## config.mk

```make
export PLATFORM = sky130hd
export DESIGN_NAME = byte_striping
export DESIGN_NICKNAME = d
export VERILOG_FILES = /design/src/rtl/byte_stripe_pkg.sv /design/src/rtl/stripe_lane.sv /design/src/rtl/byte_striping.sv
export SDC_FILE = /design/constraint.sdc
export NUM_CORES = 1
export LEC_CHECK = 0
export CORE_UTILIZATION = 49
export CTS_CLUSTER_SIZE = 12
export DETAILED_ROUTE_END_ITERATION = 8
export HOLD_SLACK_MARGIN = 0.08
export PLACE_DENSITY = 0.94
export REMOVE_ABC_BUFFERS = 1
export SYNTH_ARGS = -nofsm -noshare
export SYNTH_HDL_FRONTEND = slang
export SYNTH_SLANG_ARGS = --single-unit
```

## constraint.sdc

```tcl
create_clock -name clk_2f -period 3.82 [get_ports clk_2f]
set_input_delay 1.146 -clock clk_2f [delete_from_list [all_inputs] [get_ports clk_2f]]
set_output_delay 1.146 -clock clk_2f [all_outputs]
set_load 0.005 [all_outputs]
```

## src/rtl/byte_stripe_pkg.sv

```systemverilog
// Shared definitions for the byte striping / un-striping pair: default widths,
// lane indices and the per-lane byte counter width.
package byte_stripe_pkg;

    localparam int unsigned DEF_WIDTH = 8;
    localparam int unsigned DEF_HOLD  = 2;
    localparam int unsigned CNT_W     = 8;

    typedef enum logic {
        LANE0 = 1'b0,
        LANE1 = 1'b1
    } lane_e;

endpackage

```

## src/rtl/stripe_lane.sv

```systemverilog
// One striping lane: data register, valid flag stretched by a hold counter,
// and a wrapping count of bytes written.
module stripe_lane
    import byte_stripe_pkg::*;
#(
    parameter int unsigned WIDTH = DEF_WIDTH,
    parameter int unsigned HOLD  = DEF_HOLD
) (
    input  logic             clk,
    input  logic             reset,
    input  logic             wr_en,
    input  logic [WIDTH-1:0] wr_data,
    output logic [WIDTH-1:0] data,
    output logic             valid,
    output logic [CNT_W-1:0] count
);

    localparam int unsigned     HW        = (HOLD > 1) ? $clog2(HOLD) : 1;
    localparam logic [HW-1:0]   HOLD_LOAD = HW'(HOLD - 1);

    logic [HW-1:0] hold;

    always_ff @(posedge clk) begin
        if (reset) begin
            data  <= '0;
            valid <= 1'b0;
            hold  <= '0;
            count <= '0;
        end else if (wr_en) begin
            data  <= wr_data;
            valid <= 1'b1;
            hold  <= HOLD_LOAD;
            count <= count + 1'b1;
        end else if (hold != '0) begin
            // data is never cleared; only the qualifier times out
            hold  <= hold - 1'b1;
            valid <= 1'b1;
        end else begin
            valid <= 1'b0;
        end
    end

endmodule

```

## src/rtl/byte_striping.sv

```systemverilog
// Distributes a serial byte stream alternately over two lanes; flush realigns
// the lane pointer so the next byte lands on lane 0.
module byte_striping
    import byte_stripe_pkg::*;
#(
    parameter int unsigned WIDTH = DEF_WIDTH,
    parameter int unsigned HOLD  = DEF_HOLD
) (
    input  logic             clk_2f,
    input  logic             reset,
    input  logic [WIDTH-1:0] data_in,
    input  logic             valid_in,
    input  logic             flush,
    output logic [WIDTH-1:0] lane_0,
    output logic [WIDTH-1:0] lane_1,
    output logic             valid_0,
    output logic             valid_1,
    output logic [CNT_W-1:0] count_0,
    output logic [CNT_W-1:0] count_1
);

    lane_e sel;
    lane_e sel_next;
    logic  wr_en_0;
    logic  wr_en_1;

    always_ff @(posedge clk_2f) begin
        if (reset) begin
            sel <= LANE0;
        end else begin
            sel <= sel_next;
        end
    end

    // A flushed write is forced onto lane 0, so the following byte goes to lane 1.
    always_comb begin
        sel_next = sel;
        wr_en_0  = 1'b0;
        wr_en_1  = 1'b0;
        if (valid_in) begin
            if (flush || (sel == LANE0)) begin
                wr_en_0  = 1'b1;
                sel_next = LANE1;
            end else begin
                wr_en_1  = 1'b1;
                sel_next = LANE0;
            end
        end else if (flush) begin
            sel_next = LANE0;
        end
    end

    stripe_lane #(
        .WIDTH (WIDTH),
        .HOLD  (HOLD)
    ) u_lane_0 (
        .clk     (clk_2f),
        .reset   (reset),
        .wr_en   (wr_en_0),
        .wr_data (data_in),
        .data    (lane_0),
        .valid   (valid_0),
        .count   (count_0)
    );

    stripe_lane #(
        .WIDTH (WIDTH),
        .HOLD  (HOLD)
    ) u_lane_1 (
        .clk     (clk_2f),
        .reset   (reset),
        .wr_en   (wr_en_1),
        .wr_data (data_in),
        .data    (lane_1),
        .valid   (valid_1),
        .count   (count_1)
    );

endmodule
```

* Yosys cells after proc, flatten, opt, wreduce, memory -nomap -nowiden
Index checks and enable logic that the tools add are counted.
Storage, ports and cells: register bits after elaboration 37, output and inout bits 34, bits of input ports 12, word-level logic and storage cells 30
Cells by class: multiplexer cells 14, reductions and logical operators 2, $add $sub $neg 4, bitwise operators 1
Operators by type and width (count):
- $add A8 B1 Y8 const B | 2
- $mux W1 | 14
- $reduce_bool A2 Y1 | 1
- $sub A1 B1 Y1 const B | 2
- $logic_or A1 B1 Y1 | 1
- $not A1 Y1 | 1

* Logic depth before layout (Yosys ltp)
Gate-level depths: netlist of run 1.
depth after elaboration 5, mapped depth 5, gate-level depth less buffers 4

* Hierarchy
A second synthesis of run 1 with hierarchy kept.
Second synthesis, totals: cell total of the unflattened synthesis 143, area, all modules 1418.9 sq um
Modules (own cells, without submodules):
- stripe_lane | cells each 68, instances 2, area each 671.9 sq um, seq. area each 360.3 sq um
- byte_striping | cells each 7, instances 1, area each 75.1 sq um, seq. area each 20.0 sq um

* Worst setup path before layout of run 1
OpenSTA, ideal clock, no wires.
kind in2reg, from input port valid_in, to register u_lane_0.count[5], data required time 3.699 ns, stages on the path 5, setup slack 1.642 ns, setup time 0.121 ns, data arrival time 2.057 ns, path through buf_4 > inv_2 > buf_6 > nor4_1 > mux2_2
On the way: longest elaborated chain between the ends 1
Ends and longest elaborated chain:
- start, declared | RTL line byte_striping.sv:12 | input logic valid_in,
- $mux W1 | RTL line byte_striping.sv:40 | if (valid_in) begin
- end signal, assigned | RTL line stripe_lane.sv:33 | count <= count + 1'b1;
- end, declared | RTL line stripe_lane.sv:15 | output logic [CNT_W-1:0] count
No other way between the ends. A chain may end at the register's enable or synchronous reset.

* Final worst setup path of run 1
from register u_lane_0.count[4], to output port count_0[4]
RTL lines:
- end, declared | RTL line byte_striping.sv:18 | output logic [CNT_W-1:0] count_0,
No word-level cell between the ends.

==> out/summary.txt, run 1 <==
CP Data Required Time - 2.67 ns
CP max stage delay - 0.57 ns
Critical Path Fanout Max - 6
Slew Viols, Final - 0
mux cell area share after synthesis - 3.676%
clock buffer count from CTS - 5
max_slew headroom - 43.32%
Post-CTS Setup Bufs - 0
RSZ-0062 raised after global routing - no
crit path cell chain - clkdlybuf4s50_1
via count - 1408
global-route wire length before repair - 5.561 mm
Starting Density - 53.68%
largest family of logic cells by synthesized area - simple AND/OR/NAND/NOR gates
Final Hold Viols - 0
crit share post-route - 65.36%
worst r2r src - sel
syn_area_per_cell - 8.604 µm²
Synth top area share - 48.37%
Hold Path End - u_lane_1.data[4]
VDD IR max - 0.2235 mV
core area - 2853 µm²
Vias per Instance - 5.587
critical path depth - 1
htree depth - 2
Total Negative Setup Slacks - 0 ns
CTS max path bufs - 2
yosys synthesis warning count - 0
remaining antenna violation count - 0
final setup margin - 1.323 ns
FF-to-FF setup slack - 2.38 ns
Ports - 46
Hold WC Path Type - register to register
number of global-route vias before repair - 1251
post-DP HPWL - 2.392 mm
CP Buf/Inv Count - 1
Pre-Repair DR Iteration Count - 6
Slew @ Worst Pin - 0.8476 ns
number of DRC violations after detailed-routing iteration 0 - 51
pre-CTS WS - 0.9866 ns
number of synthesized register bits - 37
r2r worst-path depth - 3
CTS Hold Bufs - 0
share of layout cells above drive strength 1 - 7.692%
# resized after CTS - 0
final wirelength - 3.403 mm
type of origin of the critical path - register
Final min period - 2.497 ns
worst-skew pair later-pin latency - 0.35 ns
chip height - 57.91 µm
reg2reg end - u_lane_1.count[7]
pwr/cell area - 334.9 nW/µm²
DIE WIDTH - 57.91 µm
distinct cell type count after synthesis - 29
row cnt - 19
RD Place Congestion - 0.7934
number of remaining DRC errors - 3
Post-Synth XOR/XNOR Area - 1.144%
GRT Residual Overflow - 0
CTS tree - yes
die area - 3353 µm²
Pleak - 0.0006977 µW
worst path arrival time - 1.35 ns
delay-heaviest family, CP - buffers and inverters
Synth Area in Compound Gates - 14.71%
Layout Skew - 0.006982 ns
clock tree sinks - 37
Clk pin slew, worst setup/hold paths - 0.10 ns
Adder-Cell Fraction of Synth Area - 1.634%
synth top area cells - dfxtp_1, a21oi_1, nand2_1, o21ai_0, mux2_2
cell taking the most area after synthesis - dfxtp_1
Seq/Total Area, Yosys - 48.37%
status - finished with violations
# diodes - 0
hold path start - u_lane_1.data[4]
Cell Area, Synth - 1531 µm²
routed length per instance - 13.50 µm
CTS Root Cell - clkbuf_4
P&R area growth vs syn - 31.86%
type of the worst setup path - register to output pin
failing checks - design-rule violations
CP Capture Type - output pin
GRT Util Overall - 21.61%
Syn Inst Count - 178
WHS Path Cells - 2
largest net degree at the start of global routing - 26
final setup vio count - 0
post-synthesis simple-gate area fraction - 25.57%
Critical-path top delay cell - clkdlybuf4s50_1
Layout Nets - 234
Max Cap Viol - 0
port buffer count - 45
Max Fclk - 0.4005 GHz
initial antenna violation count - 0
==> state kept, by name (all words and copies together), names as in the netlist <==
signal	flops
u_lane_0.hold	1
u_lane_1.count	8
u_lane_0.count	8
u_lane_1.data	8
u_lane_0.data	8
u_lane_1.valid	1
u_lane_1.hold	1
u_lane_0.valid	1
sel	1
==> final cells by class <==
| type | count | area, µm² |
|---|---|---|
| clock buffers | 6 | 41.29 |
| clock inverters | 2 | 10.01 |
| fillers | 223 | 833.3 |
| inverters | 2 | 7.507 |
| multi-input cells | 127 | 715.7 |
| flip-flops and latches | 37 | 740.7 |
| well taps | 31 | 38.79 |
| repair buffers | 47 | 465.4 |
==> cell families after synthesis <==
kind of cell             Yosys count
XOR/XNOR                           2
buffers and inverters             14
AND/OR/NAND/NOR                   75
flip-flops                        37
multiplexers                       5
AO/OA/AOI/OAI                     43
adder cells (fa/ha/maj)            2
==> cells in the mapped netlist <==
| cell type | count |
|---|---|
| a21oi_1 | 27 |
| and3b_1 | 1 |
| buf_1 | 1 |
| buf_2 | 3 |
| buf_4 | 1 |
| buf_6 | 2 |
| clkbuf_1 | 5 |
| dfxtp_1 | 37 |
| ha_1 | 2 |
| inv_1 | 1 |
| inv_2 | 1 |
| mux2_2 | 5 |
| nand2_1 | 26 |
| nand2b_4 | 1 |
| nand3_1 | 10 |
| nand3b_1 | 1 |
| nand4_1 | 4 |
| nand4b_1 | 2 |
| nor2_1 | 11 |
| nor2b_1 | 5 |
| nor2b_4 | 1 |
| nor3_1 | 1 |
| nor4_1 | 5 |
| o21ai_0 | 12 |
| o31ai_1 | 4 |
| or3_1 | 3 |
| or4_1 | 4 |
| xnor2_1 | 1 |
| xor2_1 | 1 |
==> how the worst max path moves through the flow <==
stage	slack, ns	from	end
after global placement	1.08	valid_in	u_lane_0.count[5]
after floorplan	1.73	flush	u_lane_1.count[7]
after CTS	1.31	u_lane_0.count[4]	count_0[4]
final	1.32	u_lane_0.count[4]	count_0[4]
after global routing	1.29	u_lane_0.count[3]	count_0[3]
after detailed placement	0.99	valid_in	u_lane_0.count[5]
==> cell usage in the layout, fill, tap and decap left out, drive strengths merged <==
cell | netlist | routed
clkdlybuf4s50 | 0 | 45
dfxtp | 37 | 37
a21oi | 27 | 27
nand2 | 26 | 26
o21ai | 12 | 12
nor2 | 11 | 11
nand3 | 10 | 10
nor2b | 6 | 6
clkbuf | 5 | 6
nor4 | 5 | 5
mux2 | 5 | 5
nand4 | 4 | 4
o31ai | 4 | 4
or4 | 4 | 4
or3 | 3 | 3
nand4b | 2 | 2
ha | 2 | 2
clkinv | 0 | 2
buf | 7 | 2
inv | 2 | 2
and3b | 1 | 1
nand3b | 1 | 1
nand2b | 1 | 1
nor3 | 1 | 1
xor2 | 1 | 1
xnor2 | 1 | 1
==> tightest hold or removal path, stage by stage (launching register included) <==
cell     delay, ns
dfxtp_1       0.32
nand2_1       0.05
a21oi_1       0.05
==> report_power, final <==
part	total [µW]	switching, µW	internal [µW]	leakage [µW]
combinational	73.3	34.6	38.7	0.000365
clock	198	128	70.1	0.0000320
sequential	405	7.95	397	0.000301
total	676	170	506	0.000698
==> routing by layer <==
metal	track usage (%)	routed length, µm
met1	26.34	1554
met2	34.81	1569
met3	5.580	191
met4	11.90	88
met5	0	0
==> metrics by stage <==
stage               hold WS, ns  utilization (%)  area (µm²)  std cells  power [µW]
CTS                      0.4625            70.79        2019        252       679.0
global placement         0.4222            68.99        1968        244       484.9
detailed placement       0.4435            68.99        1968        244       486.8
floorplan                0.4130                -        1464        166       437.3
global route             0.4880            70.79        2019        252       702.2
finish                   0.4576            70.79        2019        252       676.4
(Power assumes the default switching activity.)
==> run 2: changes to the inputs <==
CORE_UTILIZATION = 46   (was 49)
PLACE_DENSITY = 0.89   (was 0.94)
clock period = 2.5 ns   (was 3.82 ns; I/O delays follow)
==> run 2 against run 1 <==
  * The run now ends clean
  * Combinational power up 60%
  * Cell area rose by 4.0%
  * Non-clock buffer count up 4
  * Hold slack got worse by 0.0012 ns
  * Worst setup slack got worse by 0.90 ns
  * Wire length is essentially flat
  * Clock skew fell by 0.0026 ns
  * Global-route usage decreased by 1.4 points
  * Clock-buffer cell count is 1 higher
  * Flip-flop and latch count unchanged
  * Critical endpoint is now count_1[0]
  * Largest power group unchanged
==> out/summary.txt, run 2 (synthesized netlist as in run 1, its figures left out) <==
status - finished, final reports clean
chip height - 59.70 µm
Starting Density - 49.35%
number of remaining DRC errors - 0
Layout Nets - 238
# diodes - 0
Pre-Repair DR Iteration Count - 4
crit path from - u_lane_1.count[0]
share of layout cells above drive strength 1 - 9.333%
DIE WIDTH - 59.70 µm
Slew Viols, Final - 0
# resized after CTS - 0
CTS max path bufs - 2
type of origin of the critical path - register
Slew @ Worst Pin - 0.4536 ns
FF-to-FF setup slack - 1.07 ns
crit share post-route - 82.91%
Clk pin slew, worst setup/hold paths - 0.11 ns
die area - 3564 µm²
area taken by multi-input logic gates - 715.7 µm²
Final min period - 2.073 ns
delay-heaviest family, CP - buffers and inverters
worst r2r src - sel
Hold WC Path Type - register to register
CTS Hold Bufs - 0
pwr/cell area - 554.5 nW/µm²
row cnt - 20
clock tree sinks - 37
number of global-route vias before repair - 1246
clock buffer count from CTS - 5
Layout Skew - 0.004354 ns
RD Place Congestion - 0.8461
largest net degree at the start of global routing - 25
Max Fclk - 0.4825 GHz
RSZ-0062 raised after global routing - no
worst-skew pair later-pin latency - 0.34 ns
remaining antenna violation count - 0
max_slew headroom - 69.76%
CP max stage delay - 0.54 ns
pre-CTS WS - 0.1851 ns
final setup margin - 0.4273 ns
CTS Root Cell - clkbuf_4
GRT Residual Overflow - 0
htree depth - 2
Pleak - 0.0007299 µW
number of DRC violations after detailed-routing iteration 0 - 50
sequential standard cell area - 740.7 µm²
Critical-path top delay cell - clkdlybuf4s50_1
via count - 1430
critical path depth - 1
crit path cell chain - clkdlybuf4s50_1
CTS tree - yes
Critical Path Fanout Max - 5
global-route wire length before repair - 5.437 mm
Max Cap Viol - 0
r2r worst-path depth - 3
reg2reg end - u_lane_0.count[5]
CP Data Required Time - 1.75 ns
port buffer count - 45
type of the worst setup path - register to output pin
Total Negative Setup Slacks - 0 ns
Final Hold Viols - 0
CP Buf/Inv Count - 1
fillers - 269
final wirelength - 3.401 mm
post-DP HPWL - 2.439 mm
GRT Util Overall - 20.22%
Final Util - 67.66%
Critical Path End - count_1[0]
commonest non-fill, non-tap cells in the layout - clkdlybuf4s50_1, dfxtp_1, a21oi_1
routed length per instance - 12.64 µm
CP Capture Type - output pin
Post-CTS Setup Bufs - 0
Vias per Instance - 5.316
initial antenna violation count - 0
Ports - 46
VDD IR max - 0.3522 mV
worst path arrival time - 1.32 ns
most common cell after layout, fill and taps aside - clkdlybuf4s50_1
final setup vio count - 0
P&R area growth vs syn - 37.09%
core area - 3103 µm²
run 2: cell count changes in the layout (fill, tap and decap cells not counted):
| cell | previous run | this run |
|---|---|---|
| clkbuf_8 | 0 | 1 |
| buf_4 | 2 | 6 |
| clkinv_2 | 2 | 0 |
| bufinv_16 | 0 | 1 |
run 2: per-layer routing:
layer	wire, µm	global-route usage [%]
met2	1657	33.17
met4	53	8.306
met5	0	0
met3	179	5.411
met1	1511	25.00
run 2: final cells by class:
type / instances / share of cell area [%]
flip-flops and latches: 37 / 35.28
multi-input cells: 127 / 34.09
clock buffers: 7 / 2.622
well taps: 44 / 2.622
repair buffers: 51 / 23.60
inverters: 2 / 0.3576
clock inverters: 1 / 1.430
run 2: worst min-delay path by stage:
stage / startpoint / depth (start not counted) / slack, ns / endpoint
floorplan: u_lane_0.hold / 2 / 0.41 / u_lane_0.valid
global placement: u_lane_1.hold / 2 / 0.43 / u_lane_1.valid
detailed placement: u_lane_1.hold / 2 / 0.43 / u_lane_1.valid
CTS: u_lane_1.hold / 2 / 0.46 / u_lane_1.valid
global route: u_lane_1.data[1] / 2 / 0.48 / u_lane_1.data[1]
finish: u_lane_1.data[5] / 2 / 0.46 / u_lane_1.data[5]
run 2: stage by stage:
stage	std cells	area (µm²)	power [µW]	hold slack [ns]
floorplan	166	1464	668.2	0.4130
global placement	261	2014	745.5	0.4285
detailed placement	261	2014	749.1	0.4281
CTS	269	2100	1170	0.4556
global route	269	2100	1213	0.4754
finish	269	2100	1164	0.4564
run 2: power breakdown:
part / internal (µW) / total (µW) / switching (µW)
Clock: 239 / 428 / 190
Sequential: 607 / 619 / 12.2
Combinational: 62.8 / 117 / 54.0
Total: 908 / 1160 / 256
==> run 3: changes to the inputs <==
CORE_UTILIZATION = 41   (was 46)
PLACE_DENSITY = 0.85   (was 0.89)
clock period = 1.9 ns   (was 2.5 ns; I/O delays follow)
==> run 3 against run 2 <==
  * Sequential power increased by 32%
  * Critical path depth unchanged
  * Non-clock buffer count increased by 12
  * Largest power group unchanged
  * Combinational power increased by 44%
  * Highest routed layer unchanged
  * Clock power increased by 39%
  * Critical path type unchanged
  * Clock skew about the same
==> out/summary.txt, run 3 (synthesized netlist as in run 1, its figures left out) <==
status - finished, final reports clean
port buffer count - 45
CTS tree - yes
remaining antenna violation count - 0
pre-CTS WS - -0.2823 ns
clock tree sinks - 37
chip height - 63.12 µm
RSZ-0062 raised after global routing - no
Layout Nets - 250
die area - 3984 µm²
register share of total power - 51.5%
commonest non-fill, non-tap cells in the layout - clkdlybuf4s50_1, dfxtp_1, a21oi_1
share of layout cells above drive strength 1 - 14.77%
Comb power frac - 10.7%
CP Data Required Time - 1.33 ns
power share of the clock group - 37.8%
most common cell after layout, fill and taps aside - clkdlybuf4s50_1
GRT Util Overall - 19.62%
Slew Viols, Final - 0
type of origin of the critical path - register
CP max stage delay - 0.54 ns
Sw Pwr - 359.5 µW
routed length per instance - 12.91 µm
Total Negative Setup Slacks - 0 ns
core area - 3468 µm²
Max Fclk - 0.5487 GHz
Layout Skew - 0.004689 ns
DIE WIDTH - 63.12 µm
Ports - 46
Pleak - 0.0008096 µW
type of the worst setup path - register to output pin
CTS Root Cell - clkbuf_8
htree depth - 2
Vias per Instance - 5.322
number of DRC violations after detailed-routing iteration 0 - 68
Critical-path top delay cell - clkdlybuf4s50_1
Critical Path Fanout Max - 5
crit share post-route - 95.92%
clock buffer count from CTS - 5
Hold WC Path Type - register to register
CP Buf/Inv Count - 1
P&R area growth vs syn - 45.26%
row cnt - 21
via count - 1506
Starting Density - 44.16%
Clk pin slew, worst setup/hold paths - 0.07 ns
pwr/cell area - 710.2 nW/µm²
GRT Residual Overflow - 0
VDD IR max - 0.4695 mV
# resized after CTS - 0
initial antenna violation count - 0
Max Cap Viol - 0
final setup vio count - 0
global-route wire length before repair - 6.189 mm
post-DP HPWL - 2.591 mm
# diodes - 0
Pre-Repair DR Iteration Count - 4
max_slew headroom - 77.72%
largest net degree at the start of global routing - 22
number of remaining DRC errors - 0
delay-heaviest family, CP - buffers and inverters
Cell Int Power - 1220 µW
RD Place Congestion - 0.8296
worst path arrival time - 1.25 ns
final wirelength - 3.654 mm
Post-CTS Setup Bufs - 0
crit path cell chain - clkdlybuf4s50_1
final setup margin - 0.07759 ns
Slew @ Worst Pin - 0.3336 ns
CTS Hold Bufs - 0
CP Capture Type - output pin
Final Hold Viols - 0
Final min period - 1.822 ns
Net Sw Frac - 22.75%
worst-skew pair later-pin latency - 0.29 ns
number of global-route vias before repair - 1380
CTS max path bufs - 2
## run 3: cell types whose count changed in the layout (fill, tap and decap cells not counted), sizes merged
cell | previous run | this run
clkinv | 0 | 1
buf | 6 | 18
dlymetal6s2s | 0 | 1
bufinv | 1 | 0
clkdlybuf4s50 | 45 | 44
## run 3: power groups by stage
stage	clock network, µW	logic (µW)	registers (µW)
after floorplan	0	47.9	831
after global placement	0	164	831
after detailed placement	0	169	832
after CTS	609	170	814
after global routing	645	184	817
final	597	169	814
## run 3: worst register-to-register path: cells and delay by family (launching register included)
kind          cells  cell delay, ns
buf+inv           1            0.07
mux               1            0.37
flops             1            0.40
fa+ha+maj         1            0.17
simple gates      1            0.30
## run 3: cell type report
| cell class | instances | area (µm²) |
|---|---|---|
| clock buffer | 7 | 96.34 |
| inverter | 2 | 7.507 |
| timing repair buffer | 63 | 600.6 |
| tap | 46 | 57.56 |
| sequential | 37 | 742.0 |
| clock inverter | 1 | 5.005 |
| multi-input combinational | 127 | 715.7 |
| fill | 296 | 1244 |
## run 3: worst paths after layout
| path | from | end | slack, ns | cells past startpoint |
|---|---|---|---|---|
| worst max-delay path | u_lane_1.count[0] | count_1[0] | 0.08 | 1 |
| worst min-delay path | u_lane_1.hold | u_lane_1.valid | 0.45 | 2 |
| worst max register to register | u_lane_0.count[0] | u_lane_0.count[4] | 0.49 | 4 |
| worst min register to register | u_lane_1.hold | u_lane_1.valid | 0.45 | 2 |
## run 3: routing by layer
metal	GRT usage, %	share of wire [%]	vias up	wire length [µm]
li1	-	-	745	-
met1	23.96	44	709	1613
met2	32.12	49	44	1794
met3	5.072	4.7	8	172
met4	8.721	2.0	0	73
met5	0	0	-	0
## run 3: per-stage QoR
| step | cell area [µm²] | hold WS, ns | instances | utilization (%) | total power (µW) |
|---|---|---|---|---|---|
| floorplan | 1464 | 0.4130 | 166 | - | 879.2 |
| global placement | 2120 | 0.4222 | 275 | 61.11 | 995.3 |
| detailed placement | 2120 | 0.4368 | 275 | 61.11 | 1001 |
| CTS | 2221 | 0.4519 | 283 | 64.03 | 1592 |
| global route | 2225 | 0.4772 | 283 | 64.14 | 1646 |
| finish | 2225 | 0.4480 | 283 | 64.14 | 1580 |
